<file path="config.mk">
export PLATFORM = sky130hd
export DESIGN_NAME = conv_layer_sequencer_flat
export DESIGN_NICKNAME = d
export VERILOG_FILES = /design/src/rtl/conv_layer_sequencer_if.sv /design/src/rtl/conv_layer_sequencer.sv /design/src/flat_wrapper.sv
export SDC_FILE = /design/constraint.sdc
export NUM_CORES = 1
export LEC_CHECK = 0
export ABC_AREA = 1
export CAP_MARGIN = 10
export CORE_UTILIZATION = 34
export CTS_CLUSTER_SIZE = 8
export DETAILED_ROUTE_END_ITERATION = 10
export PLACE_DENSITY = 0.58
export REMOVE_ABC_BUFFERS = 1
export SLEW_MARGIN = 30
export SYNTH_ARGS = -nofsm -noshare
export SYNTH_HDL_FRONTEND = slang
export SYNTH_SLANG_ARGS = --single-unit
</file>
<file path="constraint.sdc">
create_clock -name clk_PL -period 1.5 [get_ports clk_PL]
set_input_delay 0.3 -clock clk_PL [delete_from_list [all_inputs] [get_ports clk_PL]]
set_output_delay 0.3 -clock clk_PL [all_outputs]
set_load 0.1 [all_outputs]
</file>
<file path="src/rtl/conv_layer_sequencer_if.sv">
// Handshake and buffer-address bundle between the layer scheduler, the conv
// layer sequencer and the tile/param/output buffers.
interface conv_layer_sequencer_if #(
  parameter int NUM_FILTERS = 8,
  parameter int NUM_TILES   = 4
);
  localparam int FILT_W = (NUM_FILTERS > 1) ? $clog2(NUM_FILTERS) : 1;
  localparam int TILE_W = (NUM_TILES > 1) ? $clog2(NUM_TILES) : 1;
  localparam int OUT_W  = (NUM_FILTERS * NUM_TILES > 1) ? $clog2(NUM_FILTERS * NUM_TILES) : 1;

  logic              start;
  logic              hold;
  logic              abort;
  logic              busy;
  logic              done;
  logic              in_rd_en;
  logic [TILE_W-1:0] in_rd_addr;
  logic              param_rd_en;
  logic [FILT_W-1:0] param_rd_addr;
  logic              out_wr_en;
  logic [OUT_W-1:0]  out_wr_addr;

  modport master (
    output start, hold, abort,
    input  busy, done, in_rd_en, in_rd_addr, param_rd_en, param_rd_addr,
           out_wr_en, out_wr_addr
  );

  modport slave (
    input  start, hold, abort,
    output busy, done, in_rd_en, in_rd_addr, param_rd_en, param_rd_addr,
           out_wr_en, out_wr_addr
  );
endinterface

</file>
<file path="src/rtl/conv_layer_sequencer.sv">
// Sequences one conv layer pass: issues (filter, tile) reads, tracks tokens
// through the fixed-latency datapath and strobes the output-buffer writes.
//
// state   | meaning
// S_IDLE  | waiting for start
// S_RUN   | issuing tokens, tile is the inner loop
// S_DRAIN | all tokens issued, waiting for the datapath to empty
// S_DONE  | one-cycle completion pulse
module conv_layer_sequencer #(
  parameter int NUM_FILTERS = 8,
  parameter int NUM_TILES   = 4,
  parameter int LAT         = 4
) (
  input logic                    clk_PL,
  input logic                    rst_n,
  conv_layer_sequencer_if.slave  bus
);
  localparam int FILT_W = (NUM_FILTERS > 1) ? $clog2(NUM_FILTERS) : 1;
  localparam int TILE_W = (NUM_TILES > 1) ? $clog2(NUM_TILES) : 1;
  localparam int OUT_W  = (NUM_FILTERS * NUM_TILES > 1) ? $clog2(NUM_FILTERS * NUM_TILES) : 1;

  localparam logic [TILE_W-1:0] TILE_LAST = TILE_W'(NUM_TILES - 1);
  localparam logic [OUT_W-1:0]  IDX_LAST  = OUT_W'(NUM_FILTERS * NUM_TILES - 1);

  typedef enum logic [1:0] {
    S_IDLE  = 2'd0,
    S_RUN   = 2'd1,
    S_DRAIN = 2'd2,
    S_DONE  = 2'd3
  } state_e;

  state_e                       state_q, state_d;
  logic [FILT_W-1:0]            filt_q, filt_d;
  logic [TILE_W-1:0]            tile_q, tile_d;
  logic [OUT_W-1:0]             idx_q, idx_d;
  logic [LAT-1:0]               vld_q, vld_d;
  logic [LAT-1:0][OUT_W-1:0]    addr_q, addr_d;
  logic                         issue;
  logic [OUT_W-1:0]             new_addr;

  always_ff @(posedge clk_PL) begin
    if (!rst_n) begin
      state_q <= S_IDLE;
      filt_q  <= '0;
      tile_q  <= '0;
      idx_q   <= '0;
      vld_q   <= '0;
      addr_q  <= '0;
    end else begin
      state_q <= state_d;
      filt_q  <= filt_d;
      tile_q  <= tile_d;
      idx_q   <= idx_d;
      vld_q   <= vld_d;
      addr_q  <= addr_d;
    end
  end

  always_comb begin
    state_d  = state_q;
    filt_d   = filt_q;
    tile_d   = tile_q;
    idx_d    = idx_q;
    issue    = (state_q == S_RUN) && !bus.hold && !bus.abort;
    new_addr = issue ? idx_q : '0;
    vld_d    = {vld_q[LAT-2:0], issue};
    addr_d   = {addr_q[LAT-2:0], new_addr};

    case (state_q)
      S_IDLE: begin
        if (bus.start && !bus.abort) state_d = S_RUN;
      end
      S_RUN: begin
        if (issue) begin
          if (idx_q == IDX_LAST) begin
            state_d = S_DRAIN;
            filt_d  = '0;
            tile_d  = '0;
            idx_d   = '0;
          end else begin
            idx_d = idx_q + OUT_W'(1);
            if (tile_q == TILE_LAST) begin
              tile_d = '0;
              filt_d = filt_q + FILT_W'(1);
            end else begin
              tile_d = tile_q + TILE_W'(1);
            end
          end
        end
      end
      // The write leaving the pipe this cycle is the last one when nothing sits behind it.
      S_DRAIN: begin
        if (vld_q[LAT-2:0] == '0) state_d = S_DONE;
      end
      S_DONE: state_d = S_IDLE;
      default: state_d = S_IDLE;
    endcase

    if (bus.abort) begin
      state_d = S_IDLE;
      filt_d  = '0;
      tile_d  = '0;
      idx_d   = '0;
      vld_d   = '0;
      addr_d  = '0;
    end
  end

  assign bus.busy          = (state_q == S_RUN) || (state_q == S_DRAIN);
  assign bus.done          = (state_q == S_DONE);
  assign bus.in_rd_en      = issue;
  assign bus.param_rd_en   = issue;
  assign bus.in_rd_addr    = tile_q;
  assign bus.param_rd_addr = filt_q;
  assign bus.out_wr_en     = vld_q[LAT-1];
  assign bus.out_wr_addr   = addr_q[LAT-1];
endmodule

</file>
<file path="src/flat_wrapper.sv">
// flat-port wrapper written by rule: the top's interface ports become plain ports
module conv_layer_sequencer_flat 
#(
  parameter int NUM_FILTERS = 8,
  parameter int NUM_TILES   = 4,
  parameter int LAT         = 4
)
  (clk_PL, rst_n, bus_start, bus_hold, bus_abort, bus_busy, bus_done, bus_in_rd_en, bus_in_rd_addr, bus_param_rd_en, bus_param_rd_addr, bus_out_wr_en, bus_out_wr_addr);
  conv_layer_sequencer_if #(.NUM_FILTERS(NUM_FILTERS), .NUM_TILES(NUM_TILES)) bus_i ();
  input logic clk_PL;
  input logic rst_n;
  input wire logic [$bits(bus_i.start)-1:0] bus_start;
  input wire logic [$bits(bus_i.hold)-1:0] bus_hold;
  input wire logic [$bits(bus_i.abort)-1:0] bus_abort;
  output wire logic [$bits(bus_i.busy)-1:0] bus_busy;
  output wire logic [$bits(bus_i.done)-1:0] bus_done;
  output wire logic [$bits(bus_i.in_rd_en)-1:0] bus_in_rd_en;
  output wire logic [$bits(bus_i.in_rd_addr)-1:0] bus_in_rd_addr;
  output wire logic [$bits(bus_i.param_rd_en)-1:0] bus_param_rd_en;
  output wire logic [$bits(bus_i.param_rd_addr)-1:0] bus_param_rd_addr;
  output wire logic [$bits(bus_i.out_wr_en)-1:0] bus_out_wr_en;
  output wire logic [$bits(bus_i.out_wr_addr)-1:0] bus_out_wr_addr;
  assign bus_i.start = bus_start;
  assign bus_i.hold = bus_hold;
  assign bus_i.abort = bus_abort;
  assign bus_busy = bus_i.busy;
  assign bus_done = bus_i.done;
  assign bus_in_rd_en = bus_i.in_rd_en;
  assign bus_in_rd_addr = bus_i.in_rd_addr;
  assign bus_param_rd_en = bus_i.param_rd_en;
  assign bus_param_rd_addr = bus_i.param_rd_addr;
  assign bus_out_wr_en = bus_i.out_wr_en;
  assign bus_out_wr_addr = bus_i.out_wr_addr;
  conv_layer_sequencer #(.NUM_FILTERS(NUM_FILTERS), .NUM_TILES(NUM_TILES), .LAT(LAT)) u_core (.clk_PL(clk_PL), .rst_n(rst_n), .bus(bus_i));
endmodule
</file>
; ---- Yosys cells after proc, flatten, opt, wreduce, memory -nomap -nowiden
; Cells that the tools add are included.
[op_classes]
n_addsub = 3
eq_ne = 9
muxes = 10
bitwise_logic = 2
reduce_logical = 14
[op_table]
columns = op, count
row1 = two-way mux 2 bit, 6
row2 = case mux 2 bit (4 select lines), 1
row3 = "== test 2 bit, second input constant", 3
row4 = two-way mux 3 bit, 2
row5 = "inequality test 2 x 1 -> 1 bit, second input constant", 3
row6 = "adder 5 x 1 -> 5 bit, second input constant", 1
row7 = "== test 5 bit, second input constant", 1
row8 = two-way mux 5 bit, 1
row9 = AND reduction 4 bit, 1
row10 = "adder 3 x 1 -> 3 bit, second input constant", 1
row11 = logical AND 1 bit, 3
row12 = logical NOT 3 bit, 1
row13 = AND reduction 3 bit, 1
row14 = OR reduction 3 bit, 1
row15 = "adder 2 x 1 -> 2 bit, second input constant", 1
row16 = "== test 2 x 1 -> 1 bit, second input constant", 1
row17 = logical NOT 1 bit, 2
row18 = logical NOT 2 bit, 1
row19 = "inequality test 2 bit, second input constant", 1
row20 = NOT 1 bit, 2
row21 = AND reduction 2 bit, 1
row22 = nonzero test 2 bit, 1
row23 = OR reduction 2 bit, 1
row24 = logical OR 1 bit, 1
[totals]
regBits = 36
word_cells = 47

; ---- Logic depth before layout (Yosys ltp)
; Gate-level depths: netlist of the first run.
[depth]
depth_word = 5
mapped_depth = 10

; ---- Worst setup path after synthesis of the first run
; No wires, ideal clock.
[synth_timing]
path_kind = flip-flop to output port
from = register u_core.state_q[1]
to = output port bus_param_rd_en
t_arrival_ps = 1862
setup_slack_ps = -662
stages_incl_launch_ff = 8
n_path_buf = 1
cell_sequence = dfxtp_1 inv_1 ha_1 inv_2 nor2_4 nand2_4 inv_1 buf_4
[synth_via]
elab_chain_cells = 3
[synth_lines]
columns = element, line
row1 = start: declaration, conv_layer_sequencer.sv:32  ; state_e state_q, state_d;
row2 = start signal: assignment, conv_layer_sequencer.sv:50  ; state_q <= state_d;
row3 = == test 2 x 1 -> 1 bit, conv_layer_sequencer.sv:64  ; issue = (state_q == S_RUN) && !bus.hold && !bus.abort;
row4 = logical AND 1 bit (2 in series), conv_layer_sequencer.sv:64
row5 = end: declaration, flat_wrapper.sv:19  ; output wire logic [$bits(bus_i.param_rd_en)-1:0] bus_param_rd_en;
; Every way passes these cells.

; ---- Final worst setup path of the first run
[layout_timing]
from = register u_core.state_q[1]
to = output port bus_in_rd_en
[layout_via]
elab_chain_cells = 3
[layout_lines]
columns = element, line
row1 = == test 2 x 1 -> 1 bit, conv_layer_sequencer.sv:64
row2 = logical AND 1 bit (2 in series), conv_layer_sequencer.sv:64
row3 = end: declaration, flat_wrapper.sv:17  ; output wire logic [$bits(bus_i.in_rd_en)-1:0] bus_in_rd_en;
; Every way passes these cells.

==> results of run 1 <==
[placed cells by master (no fill, tap or decap), drive strengths merged]
cell type,count
dfxtp,36
a21oi,8
clkdlybuf4s50,4
o21ai,7
nand3,5
bufinv,1
nand2,16
inv,35
nor3,5
ha,9
nand4,2
clkinvlp,1
nor2,37
buf,36
clkinv,1
a211oi,1
clkbuf,6
[through the flow]
stage / hold WS (ns) / worst slack [ns] / power [mW] / util (%) / setup TNS, ns
finish: 0.409 / -0.136 / 1.98 / 53.3 / -0.328
global route: 0.419 / -0.206 / 2.07 / 53.3 / -0.787
CTS: 0.408 / -0.162 / 1.99 / 50.6 / -0.389
detailed placement: 0.397 / -0.171 / 1.16 / 46.4 / -1.34
global placement: 0.394 / -0.155 / 1.16 / 46.4 / -1.14
floorplan: 0.394 / -0.898 / 1.09 / - / -4.54
[cells by family after synthesis]
family                     after synthesis  synth area share, %
DFF                                     36                 51.2
AOI/OAI and AO/OA                       16                 6.22
buffers and inverters                   45                 14.3
and+or+nand+nor                         65                 20.3
adders and majority gates                9                 7.99
[state kept, by name, summed over array words and instances (netlist names)]
name and count:
u_core.vld_q 4, u_core.state_q 2, u_core.bus.in_rd_addr 2, u_core.bus.param_rd_addr 3, u_core.bus.out_wr_addr 5, u_core.addr_q 15
u_core.idx_q 5
[path summary, 6_finish.rpt]
| path | startpoint | end | slack [ns] | cells after the start |
|---|---|---|---|---|
| min | u_core.addr_q[2] | u_core.addr_q[7] | 0.41 | 2 |
| max | u_core.state_q[1] | bus_in_rd_en | -0.14 | 7 |
| max reg2reg | u_core.idx_q[1] | u_core.bus.param_rd_addr[1] | 0.03 | 8 |
| min reg2reg | u_core.addr_q[2] | u_core.addr_q[7] | 0.41 | 2 |
[metal layers]
layer	up-vias	part of all wire (%)
li1	585	-
met4	0	2.2
met1	489	43
met2	26	50
met5	-	0
met3	7	3.8
[cell type report]
type	instances	area [sq um]	area share, %
flip-flops and latches	36	726	34.1
multi-input cells	90	586	27.5
repair buffers	40	505	23.7
inverters	36	144	6.75
clock buffers	6	72.6	3.41
well taps	50	62.6	2.94
clock inverters	2	35.0	1.64
[power breakdown]
part | internal [mW] | switching (mW) | total (mW)
registers | 0.962 | 0.00424 | 0.966
logic | 0.0860 | 0.115 | 0.201
clock network | 0.493 | 0.322 | 0.815
[critical path, cell delays in order, from the launching register on]
cell	delay, ns
dfxtp_2	0.32
inv_2	0.07
ha_4	0.14
inv_4	0.04
nor2_4	0.10
nand2_4	0.07
clkinvlp_4	0.12
buf_12	0.18
[what timing repair did]
action	in CTS	in global routing
resized for setup	12	20
gates cloned	0	0
setup endpoints to repair	12	12
setup buffers	2	4
pin swaps	4	12
==> flow_metrics.py, run 1 <==
metrics = {
    "synth": {
        "yosys.area.top_type": "dfxtp_1",
        "ys.flop_type": "dfxtp_1",
        "ys_ff_latch": 36,
        "netlist_instances": 171,
        "yosysTopAreaCellShare_pct": 51.2,
        "synth_edf_count": 0,
        "async_reset_ff_share_pct": 0,
        "ys_types": 19,
        "avgSynthCellArea_sq_um": 8.24,
        "post-synth-top-count-cell": "dfxtp_1",
        "synth.area.top_cells": "dfxtp_1 51%, nor2_1 9.3%, inv_1 8.8%",
        "ys_warn_count": 0,
        "netlist_area_sq_mm": 0.00141,
        "ys_seq_area_share_pct": 51.2,
        "synth_commonest_cells": "36 x dfxtp_1, 35 x nor2_1, 33 x inv_1",
    },
    "detailed_routing": {
        "via_count": 1107,
        "drtIter0Drc": 39,
        "dr.pass1.iters": 4,
        "wirelength_microns": 2490,
        "viasPerCell": 4.26,
        "drc_errors": 0,
        "wl_per_cell_microns": 9.58,
        "final_antenna_net_count": 0,
    },
    "timing": {
        "fin_crit_sh_pct": 109,
        "final-setup-viol-count": 3,
        "clock_skew_ns": 0.00385,
        "final-hold-violation-count": 0,
        "post-route-worst-setup-slack_ns": -0.136,
        "fmax_ghz": 0.611,
        "slew_violations": 0,
        "slew_headroom_pct": 82.7,
        "grt_setup_unrepaired": "yes",
        "min_period_ns": 1.64,
        "tightest_slew_ns": 0.259,
    },
    "clocking": {
        "ctsHoldBuffers": 0,
        "cts_tree": "built",
        "clock_latency_ns": 0.28,
        "clkSlewWorstSetupHoldPaths_ns": 0.07,
        "numCtsBuffers": 5,
        "cts.sink_count": 36,
        "cts_root_buf": "clkbuf_8",
        "clock_path_buffers": 2,
        "cts.htree.levels": 2,
    },
    "grt": {
        "overflow": 0,
        "met2_usage_pct": 22.2,
        "use_met3_pct": 4.14,
        "grt_use_met1_pct": 13.4,
        "grt_max_degree": 21,
        "groute.usage.overall_pct": 12.7,
        "grt_pass1_wl_microns": 4120,
        "grt.busiest_layer": "met2",
        "antenna_found_initial": 0,
        "first_global_vias": 1042,
    },
    "placement": {
        "numPortBuffers": 19,
        "dp_hpwl_microns": 1630,
        "dpl_cell_area_sq_mm": 0.00186,
        "place_congestion": 0.751,
        "place_inst": 246,
    },
    "setup_path": {
        "path_max_fanout": 3,
        "start_kind": "flop",
        "crit_type": "flop to primary output",
        "worstPathArrival_ns": 1.34,
        "worstPathRequired_ns": 1.20,
        "endpoint_kind": "primary output",
    },
    "status": {
        "outcome": "finished, violations left",
        "violations": "negative setup slack",
    },
    "floorplan": {
        "core_sq_mm": 0.00400,
        "die_x_microns": 66.4,
        "dieArea_sq_mm": 0.00440,
        "initial_utilization_pct": 35.2,
        "num_rows": 23,
        "io_pins": 20,
        "die_y_microns": 66.4,
    },
    "power_and_ir_drop": {
        "p_leak_nw": 0.829,
        "ir_drop_v": 0.000450,
        "p_per_area_mw_per_mm2": 930,
    },
    "layout": {
        "area_delta_synth_final_pct": 51.2,
        "antennaDiodeCount": 0,
        "nets": 223,
        "drive_gt1_share_pct": 33.8,
        "final_area_sq_mm": 0.00213,
        "layout.cells.non_filler": 260,
        "fillers": 368,
    },
    "hold_path": {
        "holdCritPathClass": "flop to flop",
    },
    "run": {
        "max_cap_violations": 0,
    },
}
Power figures use the tool's default switching activity.
==> run 2, diff against run 1 <==
Settings changed: CORE_UTILIZATION 34 to 42, CTS_CLUSTER_SIZE 8 to 14, PLACE_DENSITY 0.58 to 0.68.
==> flow_metrics.py, run 2 (synthesis gave the netlist of run 1 again) <==
metrics = {
    "grt": {
        "grt_max_degree": 21,
        "groute.usage.overall_pct": 16.2,
        "antenna_found_initial": 0,
        "grt_pass1_wl_microns": 4200,
        "overflow": 0,
        "first_global_vias": 1102,
    },
    "power_and_ir_drop": {
        "p_leak_nw": 0.759,
        "p_per_area_mw_per_mm2": 843,
        "ir_drop_v": 0.000420,
    },
    "clocking": {
        "clock_path_buffers": 2,
        "clock_latency_ns": 0.34,
        "numCtsBuffers": 5,
        "cts_root_buf": "clkbuf_4",
        "ctsHoldBuffers": 0,
        "cts_tree": "built",
        "clkSlewWorstSetupHoldPaths_ns": 0.11,
        "cts.sink_count": 36,
        "cts.htree.levels": 2,
    },
    "floorplan": {
        "dieArea_sq_mm": 0.00359,
        "io_pins": 20,
        "num_rows": 20,
        "die_x_microns": 59.9,
        "die_y_microns": 59.9,
        "core_sq_mm": 0.00313,
        "initial_utilization_pct": 45.0,
    },
    "timing": {
        "tightest_slew_ns": 0.272,
        "final-hold-violation-count": 0,
        "clock_skew_ns": 0.00715,
        "min_period_ns": 1.70,
        "post-route-worst-setup-slack_ns": -0.203,
        "slew_violations": 0,
        "slew_headroom_pct": 81.8,
        "grt_setup_unrepaired": "yes",
        "fin_crit_sh_pct": 114,
        "final-setup-viol-count": 4,
        "fmax_ghz": 0.587,
    },
    "detailed_routing": {
        "wl_met3_microns": 114,
        "wirelength_microns": 2440,
        "via_count": 1097,
        "drtIter0Drc": 42,
        "drc_errors": 0,
        "met1_length_microns": 1040,
        "top_layer": "met4",
        "wl_per_cell_microns": 9.80,
        "final_antenna_net_count": 0,
        "dr.pass1.iters": 4,
        "viasPerCell": 4.41,
        "dr_wl_met2_microns": 1240,
    },
    "setup_path": {
        "path_max_fanout": 3,
        "endpoint_kind": "primary output",
        "worstPathRequired_ns": 1.20,
        "start_kind": "flop",
        "reg2reg_slack_ns": 0.01,
        "reg2reg_depth": 10,
        "reg2reg_to": "u_core.state_q[1]",
        "reg2reg_from": "u_core.idx_q[0]",
        "crit_type": "flop to primary output",
        "worstPathArrival_ns": 1.40,
        "setup.worst_path.end": "bus_param_rd_en",
        "cp-startpoint": "u_core.state_q[1]",
    },
    "placement": {
        "dp_hpwl_microns": 1820,
        "place_congestion": 0.802,
        "dpl_cell_area_sq_mm": 0.00183,
        "numPortBuffers": 19,
    },
    "layout": {
        "nets": 218,
        "mostFrequentLayoutCells": "33 x nor2_1, 31 x dfxtp_1, 29 x inv_1",
        "largest_register_ffs": 15,
        "final_area_sq_mm": 0.00202,
        "final_util_pct": 64.6,
        "area_delta_synth_final_pct": 43.3,
        "drive_gt1_share_pct": 32.2,
        "antennaDiodeCount": 0,
        "final_common_cell": "nor2_1",
        "regMostFlops": "u_core.addr_q",
    },
    "hold_path": {
        "holdCritPathClass": "flop to flop",
    },
    "status": {
        "violations": "negative setup slack",
        "outcome": "finished, violations left",
    },
    "run": {
        "max_cap_violations": 0,
    },
}
run 2: how the worst min path moves through the flow:
stage,to,cells past startpoint,start
after floorplan,u_core.addr_q[10],2,u_core.addr_q[5]
after global placement,u_core.addr_q[7],2,u_core.addr_q[2]
after detailed placement,u_core.bus.out_wr_addr[3],2,u_core.addr_q[13]
after CTS,u_core.bus.out_wr_addr[3],2,u_core.addr_q[13]
after global routing,u_core.addr_q[5],2,u_core.addr_q[0]
final,u_core.addr_q[10],2,u_core.addr_q[5]
run 2: area by class of cell:
class                           count  area (sq um)
Fill cell                         256          1110
Sequential cell                    36           727
Multi-Input combinational cell     90           566
Timing Repair Buffer               35           468
Inverter                           36           141
Clock buffer                        7          55.1
Tap cell                           44          55.1
Clock inverter                      1          7.51
run 2: report_power, final:
part / switching (mW) / internal [mW] / leakage [nW]
clock: 0.308 / 0.229 / 0.0315
sequential: 0.00497 / 0.961 / 0.292
combinational: 0.115 / 0.0841 / 0.435
run 2: per-stage QoR:
stage	setup WS [ns]	power, mW	hold slack, ns	TNS (ns)	cells
2_1_floorplan	-0.898	1.09	0.394	-4.54	162
3_3_place_gp	-0.141	1.15	0.394	-0.899	237
3_5_place_dp	-0.168	1.16	0.402	-1.43	237
4_1_cts	-0.218	1.72	0.418	-0.604	246
5_1_grt	-0.288	1.79	0.431	-1.00	249
6_report	-0.203	1.70	0.415	-0.560	249
run 2: repair_timing:
action / CTS / global route
endpoints found under the setup margin: 13 / 14
setup buffers: 1 / 3
pin swaps: 1 / 11
gates resized for setup: 18 / 9
run 2: routing by layer:
metal,global-route usage [%],vias to the layer above
met5,0,-
met2,29.4,25
met3,5.63,7
met1,16.0,488
li1,-,577
met4,8.64,0
run 2: critical path: stages (launching register included):
cell        delay, ns
dfxtp_2          0.36
inv_2            0.05
ha_4             0.17
inv_4            0.06
nor2_4           0.03
nand2_4          0.07
clkinvlp_4       0.13
buf_12           0.19
